$ cat src/rtl/sar_adc_ctrl.sv
// rtl/sar_adc_ctrl.sv - successive-approximation ADC controller with 2-flop comparator sync.
// Optional SAR_AVG_EN: average four back-to-back conversions per start.
module sar_adc_ctrl #(
  parameter int WIDTH         = 8,
  parameter int SAMPLE_CYCLES = 4,
  parameter int SETTLE_CYCLES = 4
) (
  input  logic             clk,
  input  logic             rst,
  input  logic             start,
  input  logic             cmp,
  output logic             sample_o,
  output logic [WIDTH-1:0] dac_code,
  output logic             busy,
  output logic             done,
  output logic [WIDTH-1:0] result
);

  localparam int IW = $clog2(WIDTH);

  typedef enum logic [1:0] {IDLE, SAMPLE, BIT, DONE} state_t;

  state_t           state;
  logic             cmp_m;
  logic             cmp_s;
  logic [15:0]      cnt;
  logic [IW-1:0]    idx;
  logic [WIDTH-1:0] mask;
  logic [WIDTH-1:0] kept;

`ifdef SAR_AVG_EN
  logic [1:0]       pass;
  logic [WIDTH+1:0] acc;
  logic [WIDTH+1:0] acc_sum;
  assign acc_sum = acc + {2'b00, kept};
`endif

  always_ff @(posedge clk) begin
    if (rst) begin
      cmp_m <= 1'b0;
      cmp_s <= 1'b0;
    end else begin
      cmp_m <= cmp;
      cmp_s <= cmp_m;
    end
  end

  // Trial bit survives only if the comparator says Vin >= Vdac.
  always_comb begin
    mask      = '0;
    mask[idx] = 1'b1;
    kept      = cmp_s ? dac_code : (dac_code & ~mask);
  end

  always_ff @(posedge clk) begin
    if (rst) begin
      state    <= IDLE;
      sample_o <= 1'b0;
      dac_code <= '0;
      busy     <= 1'b0;
      done     <= 1'b0;
      result   <= '0;
      cnt      <= '0;
      idx      <= '0;
`ifdef SAR_AVG_EN
      pass     <= '0;
      acc      <= '0;
`endif
    end else begin
      done <= 1'b0;
      case (state)
        IDLE: begin
          if (start) begin
            state    <= SAMPLE;
            sample_o <= 1'b1;
            busy     <= 1'b1;
            cnt      <= '0;
            dac_code <= '0;
`ifdef SAR_AVG_EN
            pass     <= '0;
            acc      <= '0;
`endif
          end
        end
        SAMPLE: begin
          if (cnt == 16'(SAMPLE_CYCLES - 1)) begin
            cnt      <= '0;
            sample_o <= 1'b0;
            state    <= BIT;
            idx      <= IW'(WIDTH - 1);
            dac_code <= {1'b1, {(WIDTH-1){1'b0}}};
          end else begin
            cnt <= cnt + 16'd1;
          end
        end
        BIT: begin
          if (cnt == 16'(SETTLE_CYCLES - 1)) begin
            cnt <= '0;
            if (idx != '0) begin
              idx      <= idx - IW'(1);
              dac_code <= kept | (mask >> 1);
            end else begin
              dac_code <= '0;
`ifdef SAR_AVG_EN
              acc  <= acc_sum;
              pass <= pass + 2'd1;
              if (pass == 2'd3) begin
                result <= acc_sum[WIDTH+1:2];
                done   <= 1'b1;
                state  <= DONE;
              end else begin
                state    <= SAMPLE;
                sample_o <= 1'b1;
              end
`else
              result <= kept;
              done   <= 1'b1;
              state  <= DONE;
`endif
            end
          end else begin
            cnt <= cnt + 16'd1;
          end
        end
        DONE: begin
          busy  <= 1'b0;
          state <= IDLE;
        end
        default: state <= IDLE;
      endcase
    end
  end

endmodule

$ cat config.mk
export PLATFORM = sky130hd
export DESIGN_NAME = sar_adc_ctrl
export DESIGN_NICKNAME = d
export VERILOG_FILES = /design/src/rtl/sar_adc_ctrl.sv
export SDC_FILE = /design/constraint.sdc
export NUM_CORES = 1
export LEC_CHECK = 0
export ABC_AREA = 1
export CAP_MARGIN = 0
export CORE_MARGIN = 1.5
export CORE_UTILIZATION = 35
export DETAILED_ROUTE_END_ITERATION = 12
export HOLD_SLACK_MARGIN = 0.05
export REMOVE_ABC_BUFFERS = 1
export SYNTH_ARGS = -nofsm -noshare
export SYNTH_HDL_FRONTEND = slang
export SYNTH_SLANG_ARGS = --single-unit
$ cat constraint.sdc
create_clock -name clk -period 1.5 [get_ports clk]
set_input_delay 0.225 -clock clk [delete_from_list [all_inputs] [get_ports clk]]
set_output_delay 0.225 -clock clk [all_outputs]
set_load 0.01 [all_outputs]
==> impl_results.md, run 1 <==
* Via density at 4.86
* Htree depth at 2
* Peak VDD IR at 1.00 mV
* Initial Util at 37.0%
* Status: complete, no violations
* Hold_ws at between 0.4 and 0.5 ns
* Cell area after layout at 3250 sq um
* Vias in the first global route at 2188
* WL met3 at 236 microns
* CP bufs+invs at 2
* Hpwl dp at 4.33 mm
* Buffers on Ports at 22
* Largest net degree at the start of global routing at 15
* Slew at the pin with the worst max-slew slack at 0.470 ns
* Total die area at 6890 sq um
* CP Capture Type: register
* Synthesized area per cell at about 6.8 sq um
* Fraction of registers with async set/reset at 0%
* Hold crit path type: register to register
* Post-route ant nets at 0
* Core area at 6060 sq um
* Slowest-stage cell, CP: dfxtp_2
* Pwr Total at 4960 uW
* Clock Root Buffer: clkbuf_8
* Die H at 83.0 microns
* First-pass DRT Iterations at 4
* Grt ovf at 0
* Post-Syn Area at 2240 sq um
* Library cells used by synthesis at 33
* Worst path cell trace: ha_4, buf_6, nand2_4, nor3_4, buf_6, nand3_2, nand2_2, nand3_2, a21oi_2
* F_max at 0.672 GHz
* Nets at 418
* Routed WL at 5.96 mm
* Die X at between 80 and 90 microns
* Cell Pwr Density at 1530 nW/um^2
* Seq cells post-synth at 42
* Final GP Congestion at 0.874
* CTS tree: yes
* Mapped Cells at between 300 and 400
* Final setup vio count at 0
* Initial antenna violation count at 0
* Number of flops mapped to enable cells by yosys at 0
* Via Count at 2341
* Filler cell count at 590
* Tot GR Track Use at 17.3%
* CTS Buf Count at 5
* Worst skew pair latency at 0.29 ns
* Initial drt markers at 150
* CP max FO at 4
* CP Data Required Time at 1.73 ns
* Wire length per cell at 12.4 microns
* Clock sinks at 42
* Crit-path leading delay family: simple AND/OR/NAND/NOR gates
* Met1 wire length at 2.94 mm
* Sequential area share after synthesis at 37.5%
* Worst-path clk slew at 0.08 ns
* I/O pin count at 23
* Lkg Pwr at 0.00141 uW
* # hold bufs at CTS at 0
* Final period demand of the worst path at 1.49 ns
* RSZ-0062 raised after global routing: true
* Final Max Slew Viols at 0
* Final hold viol count at 0
* N_diodes at 0
* Synth warn at 0
* Maxcap violations at 0
* Clock Skews at ~0.010 ns
* Wire length on met2 at 2.74 mm
* Worst EP arrival at 1.72 ns
* Max-slew headroom at 68.5%
* CP Class: register to register
* Cell Area, Placed at 2860 sq um
* DRC Markers at 0
* Layout area overhead at 45.3%
* Ys flop type: dfxtp_1
* Tcrit/Tclk final at 99.2%
* Longest Clk Path Bufs at 2
* Share of layout cells above drive strength 1 at 31.0%
* Cell row count at 28
* Crit path largest cell delay at about 0.36 ns
* First-pass GRT wire length at 9.92 mm
* Worst setup SP type: register
* Uppermost layer routed: met4
## state kept, by name, indices dropped and copies added (netlist names)
name      count
busy          1
cmp_m         1
cmp_s         1
cnt          16
dac_code      8
done          1
idx           3
result        8
sample_o      1
state         2
## per-layer routing
metal | vias to the layer above | track usage (%)
met5 | - | 0
met4 | 0 | 4.70
met3 | 4 | 2.88
met2 | 49 | 27.4
met1 | 1075 | 24.2
li1 | 1213 | -
## synthesized netlist by cell type, types with 2 or more instances
master,n,area [sq um]
a21oi_1,26,130
a31oi_1,3,18.8
buf_4,2,15.0
clkbuf_1,3,11.3
dfxtp_1,42,841
ha_1,8,100
inv_1,38,143
nand2_1,66,248
nand2_2,3,18.8
nand2_4,3,33.8
nand3_1,22,110
nand4_1,3,18.8
nor2_1,58,218
nor2_2,5,31.3
nor3_1,8,40.0
nor3b_1,2,15.0
o21ai_0,18,90.1
o21ai_1,3,15.0
xor2_1,3,26.3
## final timing paths
path | startpoint | to | slack, ns | depth (start not counted)
hold reg to reg | cmp_m | cmp_s | 0.41 | 2
hold / removal | cmp_m | cmp_s | 0.41 | 2
setup / recovery | cnt[1] | cnt[14] | 0.01 | 9
setup reg to reg | cnt[1] | cnt[14] | 0.01 | 9
## power breakdown
part           internal (uW)  total, uW  switching, uW
sequential              1290       1400            110
combinational           1210       2660           1450
clock                    495        906            411
## repair_timing
| action | 4_1_cts | 5_1_grt |
|---|---|---|
| buffers inserted | 2 | 4 |
| resized for setup | 28 | 43 |
| endpoints found under the setup margin | 28 | 33 |
| pin swaps | 7 | 19 |
| cloned | 1 | 0 |
## cell type report
type	instances	area [sq um]	area share, %
Tap cell	75	93.8	2.88
Sequential cell	42	850	26.1
Multi-Input combinational cell	242	1410	43.3
Clock inverter	3	45.0	1.38
Clock buffer	5	68.8	2.11
Inverter	40	155	4.77
Timing Repair Buffer	75	632	19.4
## cell usage in the layout, fill, tap and decap left out, drive strengths merged
master         count
or2                1
clkbuf             5
a31oi              3
clkdlybuf4s50     21
nand4              3
nor3b              3
nor2              65
nor3               9
o21ai             22
a211oi             1
xor2               3
bufinv             1
and3               1
dfxtp             42
clkinvlp           2
nand3b             1
o21a               1
nand3             22
o211ai             1
buf               53
ha                 8
a21oi             26
nand2             72
dlymetal6s2s       1
inv               40
## through the flow
step / TNS [ns] / util (%) / cells / setup slack, ns
2_1_floorplan: -2.86 / - / 323 / -0.314
3_3_place_gp: -0.924 / 47.3 / 467 / -0.0951
3_5_place_dp: -1.42 / 47.3 / 467 / -0.183
4_1_cts: 0 / 50.9 / 478 / 0.00256
5_1_grt: -0.749 / 53.7 / 482 / -0.0739
6_report: 0 / 53.7 / 482 / 0.0123
## cell families (layout without fill, tap and decap cells)
family / Yosys count / after routing / share of synthesized area, %
adder cells (fa/ha/maj): 8 / 8 / 4.47
buffers and inverters: 47 / 123 / 8.60
AO/OA/AOI/OAI: 54 / 54 / 12.7
AND/OR/NAND/NOR: 176 / 177 / 35.5
flip-flops: 42 / 42 / 37.5
XOR/XNOR: 3 / 3 / 1.17
## worst min-delay path, cell delays in order, from the launching register on
cell and delay [ns]:
dfxtp_1 0.30, inv_1 0.04, nor2_1 0.03
(Power assumes the default switching activity.)
==> run 2, diff against run 1 <==
--- a/config.mk
+++ b/config.mk
@@ -12,6 +12,7 @@
 export DETAILED_ROUTE_END_ITERATION = 12
 export HOLD_SLACK_MARGIN = 0.05
 export REMOVE_ABC_BUFFERS = 1
+export SLEW_MARGIN = 0
 export SYNTH_ARGS = -nofsm -noshare
 export SYNTH_HDL_FRONTEND = slang
 export SYNTH_SLANG_ARGS = --single-unit
==> results of run 2 <==
Same layout as run 1: the final DEF is identical, and so are final timing and power.
==> run 3, diff against run 2 <==
--- a/config.mk
+++ b/config.mk
@@ -6,12 +6,14 @@
 export NUM_CORES = 1
 export LEC_CHECK = 0
 export ABC_AREA = 1
+export ABC_CLOCK_PERIOD_IN_PS = 1500
 export CAP_MARGIN = 0
 export CORE_MARGIN = 1.5
 export CORE_UTILIZATION = 35
 export DETAILED_ROUTE_END_ITERATION = 12
 export HOLD_SLACK_MARGIN = 0.05
 export REMOVE_ABC_BUFFERS = 1
+export SKIP_CTS_REPAIR_TIMING = 1
 export SLEW_MARGIN = 0
 export SYNTH_ARGS = -nofsm -noshare
 export SYNTH_HDL_FRONTEND = slang
==> impl_results.md, run 3 (same netlist as run 1, synthesis figures left out) <==
* Final Max Slew Viols at 0 (unchanged)
* Buffers on Ports at 22 (unchanged)
* Initial drt markers at 138 (-8.0%)
* Commonest cells after routing, fill and taps aside: nand2_1, buf_4, nor2_1
* RSZ-0062 raised after global routing: true
* Wire length per cell at 12.5 microns (+1.2%)
* CTS Buf Count at 5 (unchanged)
* Tcrit/Tclk final at 105% (+5.8 points)
* Largest net degree at the start of global routing at 15 (unchanged)
* Via Count at 2328 (-0.56%)
* Final period demand of the worst path at 1.57 ns (+0.0864 ns)
* Top reg by flops: cnt
* First-pass DRT Iterations at 4 (unchanged)
* Slew at the pin with the worst max-slew slack at 0.300 ns (-0.169 ns)
* Cell row count at 28 (unchanged)
* Met2 Usage GRT at 25.7% (-1.7 points)
* Clock Skews at 0.0105 ns (+0.0000499 ns)
* Post-route ant nets at 0 (unchanged)
* Clock Root Buffer: clkbuf_8
* Final hold viol count at 0 (unchanged)
* Max-slew headroom at 79.8% (+11 points)
* Hold_ws at 0.414 ns (-0.000121 ns)
* Maxcap violations at 0 (unchanged)
* CTS tree: yes
* Filler cell count at 584 (-1.0%)
* Vias in the first global route at 2105 (-3.8%)
* CP max FO at 3 (-1)
* Longest Clk Path Bufs at 2 (unchanged)
* Final setup vio count at 4 (+4)
* Pre-CTS WS at -0.183 ns (unchanged)
* Busiest grt layer: met2
* CP Class: register to register
* Initial Util at 37.0% (unchanged)
* N_diodes at 0 (unchanged)
* Nets at 418 (unchanged)
* Worst EP arrival at 1.81 ns (+0.09 ns)
* Peak VDD IR at 1.09 mV (+8.8%)
* Cell Pwr Density at 1520 nW/um^2 (-0.46%)
* Register area at 855 sq um (+0.59%)
* Htree depth at 2 (unchanged)
* Worst-path clk slew at 0.08 ns (about the same)
* Cell area after layout at 3280 sq um (+0.92%)
* Initial antenna violation count at 0 (unchanged)
* Failing checks: negative setup slack
* Hold crit path type: register to register
* CP Data Required Time at 1.73 ns (about the same)
* Status: finished, violations left
* Max reg flops at 16 (unchanged)
* Final GP Congestion at 0.874 (unchanged)
* Final setup margin at -0.0741 ns (-0.0864 ns)
* Worst setup SP type: register
* Hpwl dp at 4.33 mm (unchanged)
* I/O pin count at 23 (unchanged)
* Cell Area, Placed at 2860 sq um (unchanged)
* Die X at 83.0 microns (unchanged)
* First-pass GRT wire length at 9.51 mm (-4.1%)
* Total die area at 6890 sq um (unchanged)
* Die H at 83.0 microns (unchanged)
* Most common cell after layout, fill and taps aside: nand2_1
* Tot GR Track Use at 16.6% (-0.69 points)
* Share of layout cells above drive strength 1 at 33.4% (+2.5 points)
* CP Capture Type: register
* Worst skew pair latency at 0.30 ns (about the same)
* Routed WL at 6.03 mm (+1.2%)
* Grt ovf at 0 (unchanged)
* Final TNS setup at -0.0896 ns (-0.0896 ns)
* Top flop regs: cnt: 16 flops, dac_code: 8 flops, result: 8 flops
* Clock sinks at 42 (unchanged)
* Routing usage on met3 at 2.88% (unchanged)
* Met1 Use GR at 23.7% (-0.43 points)
* Multi-input gate area at 1440 sq um (+2.0%)
* Via density at 4.83 (-0.56%)
* Layout area overhead at 46.6%
* F_max at 0.635 GHz (-5.5%)
* DRC Markers at 0 (unchanged)
* Lkg Pwr at 0.00141 uW (about the same)
* Core area at 6060 sq um (unchanged)
run 3: cell type report:
| cell class | instances | share of cell area, % |
|---|---|---|
| inverter | 40 | 4.72 |
| tap | 75 | 2.86 |
| multi-input combinational | 242 | 43.8 |
| clock inverter | 3 | 1.37 |
| timing repair buffer | 75 | 19.2 |
| clock buffer | 5 | 2.10 |
| sequential | 42 | 26.0 |
run 3: worst max-delay path, stage by stage (launching register included):
cell	delay, ns
dfxtp_1	0.36
buf_4	0.14
nand3_1	0.16
inv_1	0.14
nand3_1	0.13
o21ai_0	0.30
nand3_1	0.14
a21oi_1	0.14
run 3: per-layer routing:
| layer | vias up | routed length [microns] |
|---|---|---|
| li1 | 1213 | - |
| met1 | 1065 | 2990 |
| met5 | - | 0 |
| met4 | 0 | 80 |
| met2 | 43 | 2740 |
| met3 | 7 | 220 |
run 3: final timing paths:
check | start | endpoint | slack [ns] | cells after the start
worst min register to register | cmp_m | cmp_s | 0.41 | 2
worst max-delay path | cnt[2] | cnt[11] | -0.07 | 7
worst max register to register | cnt[2] | cnt[11] | -0.07 | 7
worst min-delay path | cmp_m | cmp_s | 0.41 | 2
run 3: report_power, final:
group	internal (uW)	switching [uW]	total (uW)
logic	1210	1470	2680
registers	1290	112	1400
clock network	495	413	909
run 3: through the flow:
stage | utilization (%) | std cells | total power [uW]
after global placement | 47.3 | 467 | 3600
after floorplan | - | 323 | 2620
final | 54.2 | 482 | 4990
after detailed placement | 47.3 | 467 | 3610
after global routing | 54.2 | 482 | 5370
after CTS | 49.1 | 475 | 4540
